### config.mk
export PLATFORM = sky130hd
export DESIGN_NAME = adc0808_responder
export DESIGN_NICKNAME = d
export VERILOG_FILES = /design/src/rtl/adc0808_responder_pkg.sv /design/src/rtl/adc0808_responder_sar.sv /design/src/rtl/adc0808_responder.sv
export SDC_FILE = /design/constraint.sdc
export NUM_CORES = 1
export LEC_CHECK = 0
export ABC_CLOCK_PERIOD_IN_PS = 2800
export CAP_MARGIN = 0
export CORE_AREA = 2 2 82 84
export CTS_BUF_LIST = sky130_fd_sc_hd__clkbuf_16
export CTS_CLUSTER_DIAMETER = 80
export DETAILED_ROUTE_END_ITERATION = 10
export DIE_AREA = 0 0 84 86
export MAX_ROUTING_LAYER = met4
export PLACE_DENSITY = 0.85
export SKIP_LAST_GASP = 1
export SYNTH_ARGS = -nofsm -noshare
export SYNTH_HDL_FRONTEND = slang
export SYNTH_HIERARCHICAL = 1
export SYNTH_SLANG_ARGS = --single-unit
### constraint.sdc
create_clock -name i_clk -period 2.8 [get_ports i_clk]
set_clock_uncertainty 0.1 [all_clocks]
set_input_delay 0.84 -clock i_clk [delete_from_list [all_inputs] [get_ports i_clk]]
set_output_delay 0.84 -clock i_clk [all_outputs]
set_load 0.1 [all_outputs]
### src/rtl/adc0808_responder_pkg.sv
// Shared types and constants for the ADC0808 chip-side responder.
package adc0808_responder_pkg;

  localparam int unsigned NumCh = 8;
  localparam int unsigned DataW = 8;

  typedef enum logic [1:0] {
    StIdle,
    StArm,
    StConv,
    StDone
  } state_e;

endpackage

### src/rtl/adc0808_responder_sar.sv
// 8-bit successive-approximation engine: one bit decided every BIT_CYCLES clocks, MSB first.
module adc0808_responder_sar
  import adc0808_responder_pkg::*;
#(
  parameter int unsigned BIT_CYCLES = 8
) (
  input  logic             i_clk,
  input  logic             i_reset,
  input  logic             i_clear,
  input  logic             i_go,
  input  logic [DataW-1:0] i_sample,
  output logic [DataW-1:0] o_result,
  output logic             o_done
);

  localparam int unsigned CntW = (BIT_CYCLES > 1) ? $clog2(BIT_CYCLES) : 1;
  localparam logic [CntW-1:0] CntMax = CntW'(BIT_CYCLES - 1);

  logic [DataW-1:0] r_sample;
  logic [DataW-1:0] r_sar;
  logic [2:0]       r_bit;
  logic [CntW-1:0]  r_cnt;
  logic             r_run;

  logic [DataW-1:0] w_trial;
  logic [DataW-1:0] w_next;
  logic             w_decide;

  // Trial value for the current bit and the comparator decision.
  always_comb begin
    w_trial  = r_sar | (DataW'(1) << r_bit);
    w_next   = (w_trial <= r_sample) ? w_trial : r_sar;
    w_decide = r_run && (r_cnt == CntMax);
    o_result = w_next;
    o_done   = w_decide && (r_bit == 3'd0);
  end

  // SAR state: clear wins over go; the sample is frozen at go so later input changes are ignored.
  always_ff @(posedge i_clk) begin
    if (i_reset || i_clear) begin
      r_sample <= '0;
      r_sar    <= '0;
      r_bit    <= 3'd7;
      r_cnt    <= '0;
      r_run    <= 1'b0;
    end else if (i_go) begin
      r_sample <= i_sample;
      r_sar    <= '0;
      r_bit    <= 3'd7;
      r_cnt    <= '0;
      r_run    <= 1'b1;
    end else if (r_run) begin
      if (w_decide) begin
        r_sar <= w_next;
        r_cnt <= '0;
        if (r_bit == 3'd0) begin
          r_run <= 1'b0;
        end else begin
          r_bit <= r_bit - 3'd1;
        end
      end else begin
        r_cnt <= r_cnt + CntW'(1);
      end
    end
  end

endmodule

### src/rtl/adc0808_responder.sv
// Chip-side model of the ADC0808 handshake: synchronizers, edge detect, FSM, latches, eoc timing.
module adc0808_responder
  import adc0808_responder_pkg::*;
#(
  parameter int unsigned SYNC_STAGES = 2,
  parameter int unsigned BIT_CYCLES  = 8,
  parameter int unsigned EOC_DELAY   = 2
) (
  input  logic                   i_clk,
  input  logic                   i_reset,
  input  logic                   i_ale,
  input  logic                   i_start,
  input  logic                   i_oe,
  input  logic [2:0]             i_addr,
  input  logic [NumCh*DataW-1:0] i_ch_values,
  output logic                   o_eoc,
  output logic [DataW-1:0]       o_data_out,
  output logic                   o_data_oe,
  output logic                   o_busy
);

  localparam int unsigned DlyW = (EOC_DELAY > 1) ? $clog2(EOC_DELAY) : 1;
  localparam logic [DlyW-1:0] DlyLoad = DlyW'((EOC_DELAY > 0) ? EOC_DELAY - 1 : 0);

  // Bit 2 = ale, bit 1 = start, bit 0 = oe; index 0 is the first flop.
  logic [SYNC_STAGES-1:0][2:0] r_sync;
  logic                        r_ale_q;
  logic                        r_start_q;

  state_e           r_state;
  logic             r_eoc;
  logic             r_busy;
  logic [2:0]       r_addr;
  logic [DataW-1:0] r_out;
  logic             r_dly_act;
  logic [DlyW-1:0]  r_dly_cnt;

  logic [2:0]       w_ctl;
  logic             w_ale_rise;
  logic             w_start_rise;
  logic             w_start_fall;
  logic [DataW-1:0] w_sample;
  logic             w_sar_go;
  logic [DataW-1:0] w_sar_result;
  logic             w_sar_done;

  // Control-input synchronizer chains.
  always_ff @(posedge i_clk) begin
    if (i_reset) begin
      r_sync <= '0;
    end else begin
      r_sync <= {r_sync[SYNC_STAGES-2:0], {i_ale, i_start, i_oe}};
    end
  end

  // Edge detection on synchronized controls plus channel mux and output drive.
  always_comb begin
    w_ctl        = r_sync[SYNC_STAGES-1];
    w_ale_rise   = w_ctl[2] & ~r_ale_q;
    w_start_rise = w_ctl[1] & ~r_start_q;
    w_start_fall = ~w_ctl[1] & r_start_q;
    w_sample     = i_ch_values[{r_addr, 3'b000} +: DataW];
    w_sar_go     = (r_state == StArm) && w_start_fall;
    o_eoc        = r_eoc;
    o_busy       = r_busy;
    o_data_oe    = w_ctl[0];
    o_data_out   = w_ctl[0] ? r_out : '0;
  end

  adc0808_responder_sar #(
    .BIT_CYCLES(BIT_CYCLES)
  ) u_sar (
    .i_clk   (i_clk),
    .i_reset (i_reset),
    .i_clear (w_start_rise),
    .i_go    (w_sar_go),
    .i_sample(w_sample),
    .o_result(w_sar_result),
    .o_done  (w_sar_done)
  );

  // Handshake FSM with address/output latches and eoc delay; a start rise always restarts.
  always_ff @(posedge i_clk) begin
    if (i_reset) begin
      r_ale_q   <= 1'b0;
      r_start_q <= 1'b0;
      r_state   <= StIdle;
      r_eoc     <= 1'b1;
      r_busy    <= 1'b0;
      r_addr    <= '0;
      r_out     <= '0;
      r_dly_act <= 1'b0;
      r_dly_cnt <= '0;
    end else begin
      r_ale_q   <= w_ctl[2];
      r_start_q <= w_ctl[1];
      // Busy is still low in the start-rise cycle, so a coincident ALE lands first.
      if (w_ale_rise && !r_busy) begin
        r_addr <= i_addr;
      end
      if (w_start_rise) begin
        r_state <= StArm;
        r_busy  <= 1'b1;
        if (EOC_DELAY == 0) begin
          r_eoc     <= 1'b0;
          r_dly_act <= 1'b0;
        end else begin
          r_dly_act <= 1'b1;
          r_dly_cnt <= DlyLoad;
        end
      end else begin
        if (r_dly_act) begin
          if (r_dly_cnt == '0) begin
            r_eoc     <= 1'b0;
            r_dly_act <= 1'b0;
          end else begin
            r_dly_cnt <= r_dly_cnt - DlyW'(1);
          end
        end
        unique case (r_state)
          StIdle: ;
          StArm: begin
            if (w_start_fall) begin
              r_state <= StConv;
            end
          end
          StConv: begin
            // Completion overrides any still-pending eoc-low event.
            if (w_sar_done) begin
              r_state   <= StDone;
              r_out     <= w_sar_result;
              r_eoc     <= 1'b1;
              r_busy    <= 1'b0;
              r_dly_act <= 1'b0;
            end
          end
          StDone: r_state <= StIdle;
          default: r_state <= StIdle;
        endcase
      end
    end
  end

endmodule

==> flow_metrics.tcl <==
set metrics [dict create \
    status "finished, final reports clean" \
    sw_frac_of_total 0.206 \
    hp-class "register to register" \
    holdBufCountCts 0 \
    syn2layout_area_growth_pct 36.6 \
    post_cts_resize_count 0 \
    ios 83 \
    drc 0 \
    p_total_uw 1570 \
    ys_types 39 \
    pwr-share-seq 0.446 \
    drive_above_1_share 0.139 \
    setup_ws_ps 231 \
    synth_top_area_frac 0.344 \
    ant_nets 0 \
    syn_nets 354 \
    post-place-ws_ps 212 \
    period_share 0.918 \
    cts_sinks 48 \
    ys_seq_elements 48 \
    antenna_found_initial 0 \
    vias 2285 \
    power_frac_comb 0.126 \
    portBuffers 82 \
    maxCapViolations 0 \
    critical_path_class "register to register" \
    gp_congestion 0.839 \
    ys_seq_area_frac 0.344 \
    cts_buffer_depth 2 \
    drtIter0Drc 256 \
    relSlewSlack 0.569 \
    maxSlewViolCount 0 \
    initial_utilization 0.445 \
    arrival_ps 2650 \
    synth_async_sr_flop_share 0 \
    power.internal_uw 1250 \
    yosys_warnings 6 \
    setup_tns_ps 0 \
    hold_slack_ps 339 \
    grt_pass1_wl_mm 10.5 \
    grt_pass1_vias 2338 \
    post-cts-setup-buffer-count 0 \
    powerDensity_nw_per_um2 412 \
    finalHoldViolations 0 \
    cts_made_buffers 5 \
    p_sw_uw 324 \
    crit_required_ps 2880 \
    period_minus_slack_ps 2570 \
    start_kind "register" \
    endpoint_kind "register" \
    path_max_fanout 15 \
    grt-ovfl-total 0 \
    clkTransAtPathRegs_ps 60 \
    tightestPinTransition_ps 646 \
    synth-edff-count 0 \
    htree_levels 2 \
    cts_root_buffer "clkbuf_16" \
    std_cell_rows 29 \
    netlist_instances 265 \
    cts_tree "yes" \
    synth.avg_cell_area_um2 10.5 \
    ir_drop_uv 400 \
    antenna_cells 0 \
    die_h_um 86 \
    clk_latency_ps 290 \
    grt_max_degree 26 \
    die_area_um2 7220 \
    drtPass1Iterations 4 \
    drt-total-wl_mm 6.45 \
    rsz0062_at_grt "false" \
    viasPerCell 5.41 \
    grt.total_usage 0.185 \
    wl_per_cell_um 15.3 \
    syn_area_um2 2800 \
    final_common_cell "clkdlybuf4s50_1" \
    setup_viol 0 \
    synth_area_leaders "dfxtp_1 34%, mux4_1 15%, ha_1 7.6%" \
    pwr-share-clk 0.427 \
    final_cell_mix "71 x clkdlybuf4s50_1, 48 x dfxtp_1, 32 x nor2_1" \
    yosys.area.top_type "dfxtp_1" \
    core_area_um2 6280 \
    die_w_um 84 \
    power.leakage_uw 0.00151 \
    num-nets-final 433 \
    max_freq_mhz 389 \
    synthFlopType "dfxtp_1" \
    dp_hpwl_mm 4.82 \
    post-route-util 0.608 \
]
## critical path, cell delays in order, from the launching register on
cell      delay (ps)
dfxtp_1          400
inv_1            100
ha_1             200
nand2b_1         140
nand2b_1          80
ha_1             300
nor2b_1          150
o211ai_2         140
a21o_2           170
a21oi_4           60
buf_12           150
buf_4            140
o41ai_1          340
## state kept, by name, indices dropped and copies added (netlist names)
name / count
o_busy: 1
o_eoc: 1
r_addr: 3
r_ale_q: 1
r_dly_act: 1
r_dly_cnt: 1
r_out: 8
r_start_q: 1
r_state: 2
r_sync: 3
u_sar/r_bit: 3
u_sar/r_cnt: 3
u_sar/r_run: 1
u_sar/r_sample: 8
u_sar/r_sar: 8
w_ctl: 3
## final cells by class
| class | count | area (µm²) |
|---|---|---|
| clock buffer | 5 | 125 |
| clock inverter | 3 | 42.5 |
| fill | 520 | 2460 |
| inverter | 13 | 48.8 |
| multi-input combinational | 189 | 1700 |
| sequential | 48 | 961 |
| tap | 77 | 96.3 |
| timing repair buffer | 87 | 843 |
## layer usage
| metal | track usage | share of wire |
|---|---|---|
| met1 | 0.194 | 0.40 |
| met2 | 0.356 | 0.55 |
| met3 | 0.0414 | 0.050 |
| met4 | 0.0352 | 0.0061 |
| met5 | - | 0 |
## cells by family after synthesis
family                   share of synthesized area
AND/OR/NAND/NOR                              0.172
flip-flops                                   0.344
multiplexers                                 0.258
buffers and inverters                       0.0510
AO/OA/AOI/OAI                               0.0962
XOR/XNOR                                   0.00313
adder cells (fa/ha/maj)                     0.0761
## stage by stage
stage               instance area, µm²  cells
detailed placement                3620    412
global placement                  3620    412
global route                      3820    422
CTS                               3790    420
finish                            3820    422
floorplan                         2810    265
## worst paths after layout
path                        from        endpoint  slack (ps)  cells past startpoint
setup reg to reg  u_sar/r_bit[1]  u_sar/r_sar[4]         230                     12
setup / recovery  u_sar/r_bit[1]  u_sar/r_sar[4]         230                     12
hold reg to reg        r_sync[0]        w_ctl[0]         340                      1
hold / removal         r_sync[0]        w_ctl[0]         340                      1
## Yosys cell counts (all sizes together) (3+ instances only)
cell,n
a21oi,8
nand2,17
o21bai,8
nor2,32
buf,9
clkbuf,6
nor2b,11
mux2,8
nand2b,12
inv,13
mux4,16
nand3,3
ha,17
mux2i,21
nor3,4
o41ai,7
dfxtp,48
and2,8
## power by group through the flow
stage          clock, µW  combinational (µW)  sequential, µW
2_1_floorplan          0                77.4             725
3_3_place_gp           0                 193             717
3_5_place_dp           0                 198             717
4_1_cts              678                 199             702
5_1_grt              708                 211             703
6_report             671                 199             702
(Power assumes the default switching activity.)
